===== config.mk =====
export PLATFORM = sky130hd
export DESIGN_NAME = mmu_pager
export DESIGN_NICKNAME = d
export VERILOG_FILES = /design/src/rtl/mmu_pager_pkg.sv /design/src/rtl/mmu_pager_free_scan.sv /design/src/rtl/mmu_pager.sv
export SDC_FILE = /design/constraint.sdc
export NUM_CORES = 2
export LEC_CHECK = 0
export CORE_MARGIN = 10
export CORE_UTILIZATION = 50
export DETAILED_ROUTE_END_ITERATION = 6
export HOLD_SLACK_MARGIN = 0.05
export PLACE_DENSITY_LB_ADDON = 0.2
export SYNTH_ARGS = -nofsm -noshare
export SYNTH_HDL_FRONTEND = slang
export SYNTH_SLANG_ARGS = --single-unit

===== constraint.sdc =====
create_clock -name clka -period 17.4 [get_ports clka]
set_input_delay 5.22 -clock clka [delete_from_list [all_inputs] [get_ports clka]]
set_output_delay 5.22 -clock clka [all_outputs]
set_load 0.01 [all_outputs]

===== src/rtl/mmu_pager_pkg.sv =====
// Shared types for the paged address translator: FSM states, default geometry
// and the logical-address split helper.
package mmu_pager_pkg;

    localparam int ADDR_W_DEF    = 10;
    localparam int PAGE_BITS_DEF = 3;
    localparam int PROCS_DEF     = 8;
    localparam int PG_W_DEF      = ADDR_W_DEF - PAGE_BITS_DEF;

    typedef enum logic [2:0] {IDLE, WALK, ALLOC, RESP, RELEASE} state_e;

    typedef struct packed {
        logic [PG_W_DEF-1:0]      page;
        logic [PAGE_BITS_DEF-1:0] offset;
    } laddr_split_t;

    function automatic laddr_split_t split_laddr(input logic [ADDR_W_DEF-1:0] laddr);
        return laddr_split_t'(laddr);
    endfunction

endpackage


===== src/rtl/mmu_pager_free_scan.sv =====
// Free-page scanner: walks the used bitmap one page per cycle from a start
// index, wrapping modulo the page count, and flags a free page or exhaustion.
module mmu_free_scan
    import mmu_pager_pkg::*;
#(
    parameter int PG_W = PG_W_DEF
) (
    input  logic                 clka,
    input  logic                 rst,
    input  logic                 start_i,
    input  logic [PG_W-1:0]      start_idx_i,
    input  logic                 en_i,
    input  logic [2**PG_W-1:0]   used_i,
    output logic [PG_W-1:0]      idx_o,
    output logic                 found_o,
    output logic                 exhausted_o
);

    logic [PG_W-1:0] idx_q, idx_d;
    logic [PG_W-1:0] cnt_q, cnt_d;

    assign idx_o       = idx_q;
    assign found_o     = en_i && !used_i[idx_q];
    // cnt_q counts pages already rejected, so all-ones means this is the last candidate.
    assign exhausted_o = en_i && used_i[idx_q] && (&cnt_q);

    always_comb begin
        idx_d = idx_q;
        cnt_d = cnt_q;
        if (start_i) begin
            idx_d = start_idx_i;
            cnt_d = '0;
        end else if (en_i && !found_o) begin
            idx_d = idx_q + PG_W'(1);
            cnt_d = cnt_q + PG_W'(1);
        end
    end

    always_ff @(posedge clka or posedge rst) begin
        if (rst) begin
            idx_q <= '0;
            cnt_q <= '0;
        end else begin
            idx_q <= idx_d;
            cnt_q <= cnt_d;
        end
    end

endmodule


===== src/rtl/mmu_pager.sv =====
// Per-process paged address translator with linked page chains, first-touch
// allocation and bulk release. Optional per-process cache: MMU_PAGER_CACHE_EN.
module mmu_pager
    import mmu_pager_pkg::*;
#(
    parameter int ADDR_W    = ADDR_W_DEF,
    parameter int PAGE_BITS = PAGE_BITS_DEF,
    parameter int PROCS     = PROCS_DEF,
    localparam int PID_W    = $clog2(PROCS),
    localparam int PG_W     = ADDR_W - PAGE_BITS,
    localparam int PAGES    = 2**PG_W
) (
    input  logic              clka,
    input  logic              rst,
    input  logic              req_valid_i,
    output logic              req_ready_o,
    input  logic [PID_W-1:0]  req_pid_i,
    input  logic [ADDR_W-1:0] req_laddr_i,
    input  logic              rel_valid_i,
    input  logic [PID_W-1:0]  rel_pid_i,
    output logic              rsp_valid_o,
    output logic [ADDR_W-1:0] rsp_paddr_o,
    output logic              rsp_fault_o,
    output logic              rel_done_o
);

    state_e state_q, state_d;

    logic [PAGES-1:0]     used_q;
    logic [PG_W-1:0]      next_q  [PAGES];
    logic [PG_W-1:0]      lpage_q [PAGES];
    logic [PROCS-1:0]     head_valid_q;
    logic [PG_W-1:0]      head_q  [PROCS];

    logic [PG_W-1:0]      free_ptr_q, free_ptr_d;
    logic [PID_W-1:0]     pid_q, pid_d;
    logic [PG_W-1:0]      lp_q, lp_d;
    logic [PAGE_BITS-1:0] off_q, off_d;
    logic [PG_W-1:0]      cur_q, cur_d;
    logic [PG_W-1:0]      tail_q, tail_d;
    logic                 has_tail_q, has_tail_d;
    logic [PG_W-1:0]      pg_q, pg_d;
    logic                 fault_q, fault_d;
    logic                 rel_fin_q, rel_fin_d;

    logic                 rsp_valid_q, rsp_fault_q, rel_done_q;
    logic [ADDR_W-1:0]    rsp_paddr_q;

    logic                 scan_start, alloc_we, rel_clear, rsp_fire;
    logic                 scan_found, scan_exhausted;
    logic [PG_W-1:0]      scan_idx;
    logic                 cur_tail;
    logic                 cache_hit;
    logic [PG_W-1:0]      cache_pg;
    laddr_split_t         req_split;

    assign req_split = split_laddr(req_laddr_i);
    assign cur_tail  = (next_q[cur_q] == cur_q);

    mmu_free_scan #(.PG_W(PG_W)) u_scan (
        .clka        (clka),
        .rst         (rst),
        .start_i     (scan_start),
        .start_idx_i (free_ptr_q),
        .en_i        (state_q == ALLOC),
        .used_i      (used_q),
        .idx_o       (scan_idx),
        .found_o     (scan_found),
        .exhausted_o (scan_exhausted)
    );

`ifdef MMU_PAGER_CACHE_EN
    logic [PROCS-1:0] cache_valid_q;
    logic [PG_W-1:0]  cache_lp_q [PROCS];
    logic [PG_W-1:0]  cache_pg_q [PROCS];

    assign cache_hit = cache_valid_q[req_pid_i] && (cache_lp_q[req_pid_i] == req_split.page);
    assign cache_pg  = cache_pg_q[req_pid_i];

    always_ff @(posedge clka or posedge rst) begin
        if (rst) begin
            cache_valid_q <= '0;
        end else if (rsp_fire && !fault_q) begin
            cache_valid_q[pid_q] <= 1'b1;
        end else if (rel_fin_d) begin
            cache_valid_q[pid_d] <= 1'b0;
        end
    end

    always_ff @(posedge clka) begin
        if (rsp_fire && !fault_q) begin
            cache_lp_q[pid_q] <= lp_q;
            cache_pg_q[pid_q] <= pg_q;
        end
    end
`else
    assign cache_hit = 1'b0;
    assign cache_pg  = '0;
`endif

    // NOTE: every variable gets a default before the case so no path infers a latch.
    always_comb begin
        state_d    = state_q;
        pid_d      = pid_q;
        lp_d       = lp_q;
        off_d      = off_q;
        cur_d      = cur_q;
        tail_d     = tail_q;
        has_tail_d = has_tail_q;
        pg_d       = pg_q;
        fault_d    = fault_q;
        free_ptr_d = free_ptr_q;
        rel_fin_d  = 1'b0;
        scan_start = 1'b0;
        alloc_we   = 1'b0;
        rel_clear  = 1'b0;
        rsp_fire   = 1'b0;
        case (state_q)
            IDLE: begin
                if (!rel_fin_q) begin
                    if (rel_valid_i) begin
                        pid_d = rel_pid_i;
                        if (head_valid_q[rel_pid_i]) begin
                            cur_d   = head_q[rel_pid_i];
                            state_d = RELEASE;
                        end else begin
                            rel_fin_d = 1'b1;
                        end
                    end else if (req_valid_i) begin
                        pid_d   = req_pid_i;
                        lp_d    = req_split.page;
                        off_d   = req_split.offset;
                        fault_d = 1'b0;
                        if (cache_hit) begin
                            pg_d    = cache_pg;
                            state_d = RESP;
                        end else if (head_valid_q[req_pid_i]) begin
                            cur_d   = head_q[req_pid_i];
                            state_d = WALK;
                        end else begin
                            has_tail_d = 1'b0;
                            scan_start = 1'b1;
                            state_d    = ALLOC;
                        end
                    end
                end
            end
            WALK: begin
                if (lpage_q[cur_q] == lp_q) begin
                    pg_d    = cur_q;
                    state_d = RESP;
                end else if (cur_tail) begin
                    tail_d     = cur_q;
                    has_tail_d = 1'b1;
                    scan_start = 1'b1;
                    state_d    = ALLOC;
                end else begin
                    cur_d = next_q[cur_q];
                end
            end
            ALLOC: begin
                if (scan_found) begin
                    alloc_we   = 1'b1;
                    pg_d       = scan_idx;
                    free_ptr_d = scan_idx + PG_W'(1);
                    state_d    = RESP;
                end else if (scan_exhausted) begin
                    fault_d = 1'b1;
                    pg_d    = '0;
                    state_d = RESP;
                end
            end
            RESP: begin
                rsp_fire = 1'b1;
                state_d  = IDLE;
            end
            RELEASE: begin
                rel_clear = 1'b1;
                if (cur_q < free_ptr_q) free_ptr_d = cur_q;
                if (cur_tail) begin
                    rel_fin_d = 1'b1;
                    state_d   = IDLE;
                end else begin
                    cur_d = next_q[cur_q];
                end
            end
            default: state_d = IDLE;
        endcase
    end

    // NOTE: sequential state uses non-blocking assignments so all registers update together.
    always_ff @(posedge clka or posedge rst) begin
        if (rst) begin
            state_q      <= IDLE;
            used_q       <= '0;
            head_valid_q <= '0;
            free_ptr_q   <= '0;
            pid_q        <= '0;
            lp_q         <= '0;
            off_q        <= '0;
            cur_q        <= '0;
            tail_q       <= '0;
            has_tail_q   <= 1'b0;
            pg_q         <= '0;
            fault_q      <= 1'b0;
            rel_fin_q    <= 1'b0;
            rsp_valid_q  <= 1'b0;
            rsp_fault_q  <= 1'b0;
            rsp_paddr_q  <= '0;
            rel_done_q   <= 1'b0;
        end else begin
            state_q     <= state_d;
            free_ptr_q  <= free_ptr_d;
            pid_q       <= pid_d;
            lp_q        <= lp_d;
            off_q       <= off_d;
            cur_q       <= cur_d;
            tail_q      <= tail_d;
            has_tail_q  <= has_tail_d;
            pg_q        <= pg_d;
            fault_q     <= fault_d;
            rel_fin_q   <= rel_fin_d;
            rsp_valid_q <= rsp_fire;
            rsp_fault_q <= rsp_fire && fault_q;
            rsp_paddr_q <= (rsp_fire && !fault_q) ? {pg_q, off_q} : '0;
            rel_done_q  <= rel_fin_q;
            if (alloc_we) begin
                used_q[scan_idx] <= 1'b1;
                if (!has_tail_q) head_valid_q[pid_q] <= 1'b1;
            end
            if (rel_clear) used_q[cur_q] <= 1'b0;
            if (rel_fin_d) head_valid_q[pid_d] <= 1'b0;
        end
    end

    // NOTE: link/lpage/head storage is qualified by used/head_valid, so it needs no reset.
    always_ff @(posedge clka) begin
        if (alloc_we) begin
            lpage_q[scan_idx] <= lp_q;
            next_q[scan_idx]  <= scan_idx;
            if (has_tail_q) next_q[tail_q] <= scan_idx;
            else            head_q[pid_q]  <= scan_idx;
        end
    end

    assign req_ready_o = (state_q == IDLE) && !rel_fin_q;
    assign rsp_valid_o = rsp_valid_q;
    assign rsp_paddr_o = rsp_paddr_q;
    assign rsp_fault_o = rsp_fault_q;
    assign rel_done_o  = rel_done_q;

endmodule

==> tab_implementation.tex <==
\begin{tabular}{lr}
\hline
Metric & Value \\
\hline
\multicolumn{2}{l}{\textbf{Critical path}} \\
\quad Kind of capture point of the worst setup path & flop \\
\quad Launching element type of the critical path & primary input \\
\quad Register-to-register setup slack & 9.63 ns \\
\quad Startpoint of the most critical register-to-register path & cur\_q[1] \\
\quad Crit-path max FO & 17 \\
\quad Setup Crit Path Kind & primary input to flop \\
\quad End of the worst register-to-register path & u\_scan.idx\_o[0] \\
\quad Data arrival time of the worst path & 8.84 ns \\
\quad Length in cells of the worst reg-to-reg path & 14 \\
\quad Data required time of the worst path & 18.15 ns \\
\multicolumn{2}{l}{\textbf{Hold path}} \\
\quad Startpoint of the lowest-slack hold path & rel\_fin\_q \\
\quad Worst Hold Path Cells & 0 \\
\quad End point of the worst hold path & rel\_done\_o \\
\quad Hold crit path type & flop to flop \\
\multicolumn{2}{l}{\textbf{Timing}} \\
\quad Post-route worst setup slack & 9.32 ns \\
\quad Shortest clock period the worst path allows after layout & 8.08 ns \\
\quad Fin. max-slew vios & 2 \\
\quad Maximum operating frequency & 124 MHz \\
\quad RSZ-0062 raised after global routing & no \\
\quad Final Hold Viols & 0 \\
\quad Worst slew slack as a fraction of its limit & -0.0225 \\
\quad Final-layout setup total negative slack & 0 ns \\
\quad Fraction of the cycle the final worst path needs & 0.465 \\
\quad Setup clock skew after layout & 0.0698 ns \\
\quad Min Hold Slack & 0.439 ns \\
\quad Actual slew at the worst max-slew pin & 1.51 ns \\
\quad Count of endpoints failing setup in the final report & 0 \\
\multicolumn{2}{l}{\textbf{Yosys}} \\
\quad Fraction of synthesized cell area taken by the top area cell type & 0.662 \\
\quad Leading post-synthesis cells by cell area & sky130\_fd\_sc\_hd\_\_edfxtp\_1, sky130\_fd\_sc\_hd\_\_mux2i\_1, sky130\_fd\_sc\_hd\_\_dfrtp\_1, sky130\_fd\_sc\_hd\_\_o22ai\_1, sky130\_fd\_sc\_hd\_\_mux4\_2 \\
\quad Dominant cell type by area after synthesis & sky130\_fd\_sc\_hd\_\_edfxtp\_1 \\
\quad Number of synthesized register bits & 2058 \\
\quad Synthesis Warnings & 0 \\
\quad Gate count of the mapped netlist & 5205 \\
\quad Area of the mapped netlist & 0.0838 mm² \\
\quad Portion of the post-synthesis area used by sequential elements & 0.724 \\
\quad Net Count, Synth & 5233 \\
\quad Number of flops mapped to enable cells by yosys & 1848 \\
\quad Synth Flop Type & sky130\_fd\_sc\_hd\_\_edfxtp\_1 \\
\quad Syn Area/Cell & 16.1 µm² \\
\quad Ys async rst share & 0.102 \\
\quad Number of distinct library cell variants in the gate-level netlist after synthesis & 97 \\
\multicolumn{2}{l}{\textbf{Clock tree}} \\
\quad Post-CTS setup buffer count & 0 \\
\quad Total clock buffers created by CTS & 204 \\
\quad Count of clock tree sinks & 2058 \\
\quad Clock latency on the worst-skew pair & 0.89 ns \\
\quad Number of buffers on the longest clock path & 3 \\
\quad Buffer cell driving the clock tree root & sky130\_fd\_sc\_hd\_\_clkbuf\_16 \\
\quad Gates resized, CTS repair & 0 \\
\quad Post-cts hold buffer count & 0 \\
\quad CTS tree & built \\
\quad H-tree depth & 4 \\
\quad Clock transition at the registers of the reported paths & 0.06 ns \\
\multicolumn{2}{l}{\textbf{Global routing}} \\
\quad Largest net degree at the start of global routing & 132 \\
\quad Antenna violations before repair & 9 \\
\quad Wire length of the first global-routing pass & 374000 µm \\
\quad Number of global-route vias before repair & 49800 \\
\quad Remaining Overflow, GRT & 0 \\
\quad Overall global routing resource usage & 0.279 \\
\multicolumn{2}{l}{\textbf{Die}} \\
\quad Initial core utilization & 0.503 \\
\quad Area inside the core boundary & 0.167 mm² \\
\quad Vertical die dimension & 430 µm \\
\quad Top-Level Pins & 34 \\
\quad Total number of placement rows & 150 \\
\quad Horizontal die dimension & 430 µm \\
\quad Die footprint & 0.184 mm² \\
\multicolumn{2}{l}{\textbf{Final layout}} \\
\quad Share of layout cells above drive strength 1 & 0.123 \\
\quad Final-stage net count & 5236 \\
\quad Area added between synthesis and finish & 10.6\% \\
\multicolumn{2}{l}{\textbf{Pwr}} \\
\quad Leakage power of the design & 31.0 nW \\
\quad Worst IR drop on VDD & 0.000192 V \\
\quad Power Total & 16.6 mW \\
\quad Power per cell area & 179 mW/mm² \\
\multicolumn{2}{l}{\textbf{Placed design}} \\
\quad Worst-case setup slack after placement & 8.55 ns \\
\quad Post-DP HPWL & 160000 µm \\
\quad Last weighted congestion value of the routability-driven placer & 0.948 \\
\quad Number of buffers inserted by port buffering & 33 \\
\multicolumn{2}{l}{\textbf{Routing}} \\
\quad DR DRC count & 15 \\
\quad Number of iterations in the first detailed-routing pass & 7 \\
\quad Drt first-iter violations & 7914 \\
\quad Count of vias placed by the detailed router & 52000 \\
\quad Ratio of routed vias to standard cells & 6.85 \\
\quad Post-detailed-routing wire length & 265000 µm \\
\quad Wire per inst & 34.8 µm \\
\quad Count of antenna-violating nets left after detailed routing & 0 \\
\multicolumn{2}{l}{\textbf{Run}} \\
\quad Max-capacitance violation count & 1 \\
\multicolumn{2}{l}{\textbf{Status}} \\
\quad Run status & complete, but fails checks \\
\quad Violations in the final reports & DRC, capacitance limit, slew limit \\
\hline
\end{tabular}
-- stage by stage --
stage,util,instances,instance area [µm²]
after floorplan,-,5205,83800
after global placement,0.517,7206,86300
after detailed placement,0.517,7206,86300
after CTS,0.556,7592,92800
after global routing,0.556,7594,92800
final,0.556,7598,92800
-- critical path, cell delays in order --
cell	delay, ns
sky130_fd_sc_hd__clkdlybuf4s50_1	1.02
sky130_fd_sc_hd__mux4_2	0.42
sky130_fd_sc_hd__nand2b_1	0.10
sky130_fd_sc_hd__nand3_1	0.10
sky130_fd_sc_hd__a2111oi_0	0.87
sky130_fd_sc_hd__nor2_1	0.10
sky130_fd_sc_hd__nand3_1	0.31
sky130_fd_sc_hd__nor2_1	0.18
sky130_fd_sc_hd__a22o_1	0.23
sky130_fd_sc_hd__a211o_1	0.26
-- logic make-up (layout without fill, tap and decap cells) --
family | count (synthesis) | count (layout) | share of synthesized area
flops | 2058 | 2058 | 0.724
other cells | 0 | 6 | 0
compound gates | 1295 | 1295 | 0.111
xor+xnor | 26 | 26 | 0.00272
simple gates | 720 | 720 | 0.0402
mux | 699 | 699 | 0.0955
buf+inv | 399 | 582 | 0.0250
fa+ha+maj | 8 | 8 | 0.00119
-- per-layer routing --
layer / global-route usage / up-vias / wire, µm
met5: 0.00884 / - / 278
met4: 0.126 / 14 / 14100
met3: 0.0929 / 809 / 34200
met2: 0.403 / 3676 / 113000
met1: 0.382 / 26400 / 103000
li1: - / 21100 / -
-- worst max-delay path by stage --
stage                       startpoint        to  slack (ns)  depth (start not counted)
final                     rel_pid_i[1]  cur_q[6]        9.32                         10
after global placement    rel_pid_i[1]  cur_q[6]        8.44                         10
after CTS                 rel_pid_i[1]  cur_q[6]        9.45                         10
after floorplan                    rst  cur_q[0]        6.44                          1
after detailed placement  rel_pid_i[1]  cur_q[6]        8.55                         10
after global routing      rel_pid_i[1]  cur_q[6]        9.18                         10
-- report_power, final --
group	leakage (nW)	internal (mW)	switching (mW)
Sequential	19.5	6.25	0.465
Clock	3.20	2.40	1.92
Combinational	8.32	1.63	3.98
Total	31.0	10.3	6.36
-- layout by cell type (no fill, tap or decap), types with 98 or more instances in the layout --
cell / count
sky130_fd_sc_hd__clkbuf_16: 206
sky130_fd_sc_hd__a22oi_1: 100
sky130_fd_sc_hd__dfrtp_1: 191
sky130_fd_sc_hd__buf_4: 135
sky130_fd_sc_hd__nand2_1: 202
sky130_fd_sc_hd__mux2i_1: 548
sky130_fd_sc_hd__nor2_1: 245
sky130_fd_sc_hd__a2bb2oi_1: 98
sky130_fd_sc_hd__o22ai_1: 371
sky130_fd_sc_hd__o21ai_0: 164
sky130_fd_sc_hd__edfxtp_1: 1848
sky130_fd_sc_hd__a221oi_1: 106
-- Yosys cell counts (11+ instances only) --
cell type,number
sky130_fd_sc_hd__a2111oi_0,13
sky130_fd_sc_hd__a211oi_1,24
sky130_fd_sc_hd__a21oi_1,85
sky130_fd_sc_hd__a221o_1,13
sky130_fd_sc_hd__a221oi_1,106
sky130_fd_sc_hd__a222oi_1,16
sky130_fd_sc_hd__a22o_1,44
sky130_fd_sc_hd__a22oi_1,100
sky130_fd_sc_hd__a2bb2oi_1,98
sky130_fd_sc_hd__a31oi_1,15
sky130_fd_sc_hd__a41oi_1,24
sky130_fd_sc_hd__and2_1,28
sky130_fd_sc_hd__and3_1,14
sky130_fd_sc_hd__buf_1,35
sky130_fd_sc_hd__buf_2,146
sky130_fd_sc_hd__buf_4,42
sky130_fd_sc_hd__buf_6,33
sky130_fd_sc_hd__clkbuf_1,118
sky130_fd_sc_hd__dfrtp_1,210
sky130_fd_sc_hd__edfxtp_1,1848
sky130_fd_sc_hd__inv_1,23
sky130_fd_sc_hd__mux2_2,71
sky130_fd_sc_hd__mux2i_1,548
sky130_fd_sc_hd__mux4_2,71
sky130_fd_sc_hd__nand2_1,203
sky130_fd_sc_hd__nand2b_1,24
sky130_fd_sc_hd__nand3_1,58
sky130_fd_sc_hd__nand4_1,13
sky130_fd_sc_hd__nor2_1,248
sky130_fd_sc_hd__nor2b_1,39
sky130_fd_sc_hd__nor3_1,27
sky130_fd_sc_hd__nor4_1,13
sky130_fd_sc_hd__o2111ai_1,11
sky130_fd_sc_hd__o211ai_1,18
sky130_fd_sc_hd__o21ai_0,164
sky130_fd_sc_hd__o221ai_1,26
sky130_fd_sc_hd__o22a_1,50
sky130_fd_sc_hd__o22ai_1,371
sky130_fd_sc_hd__o2bb2ai_1,11
sky130_fd_sc_hd__xnor2_1,15
sky130_fd_sc_hd__xor2_1,11
-- state kept, by name, indices dropped and copies added (netlist names), 7 cells and up --
name,flops
used_q,128
pg_q,7
free_ptr_q,7
cur_q,7
head_q,56
lpage_q,896
rsp_paddr_o,10
tail_q,7
head_valid_q,8
u_scan.cnt_q,7
next_q,896
u_scan.idx_o,7
lp_q,7
-- cell type report --
class / instances / area (µm²)
diodes: 6 / 15.0
clock buffers: 273 / 5520
clock inverters: 113 / 986
fillers: 12900 / 74100
inverters: 24 / 98.8
multi-input cells: 2748 / 21200
flip-flops and latches: 2058 / 60800
well taps: 2204 / 2760
repair buffers: 172 / 1420
(Power assumes the default switching activity.)
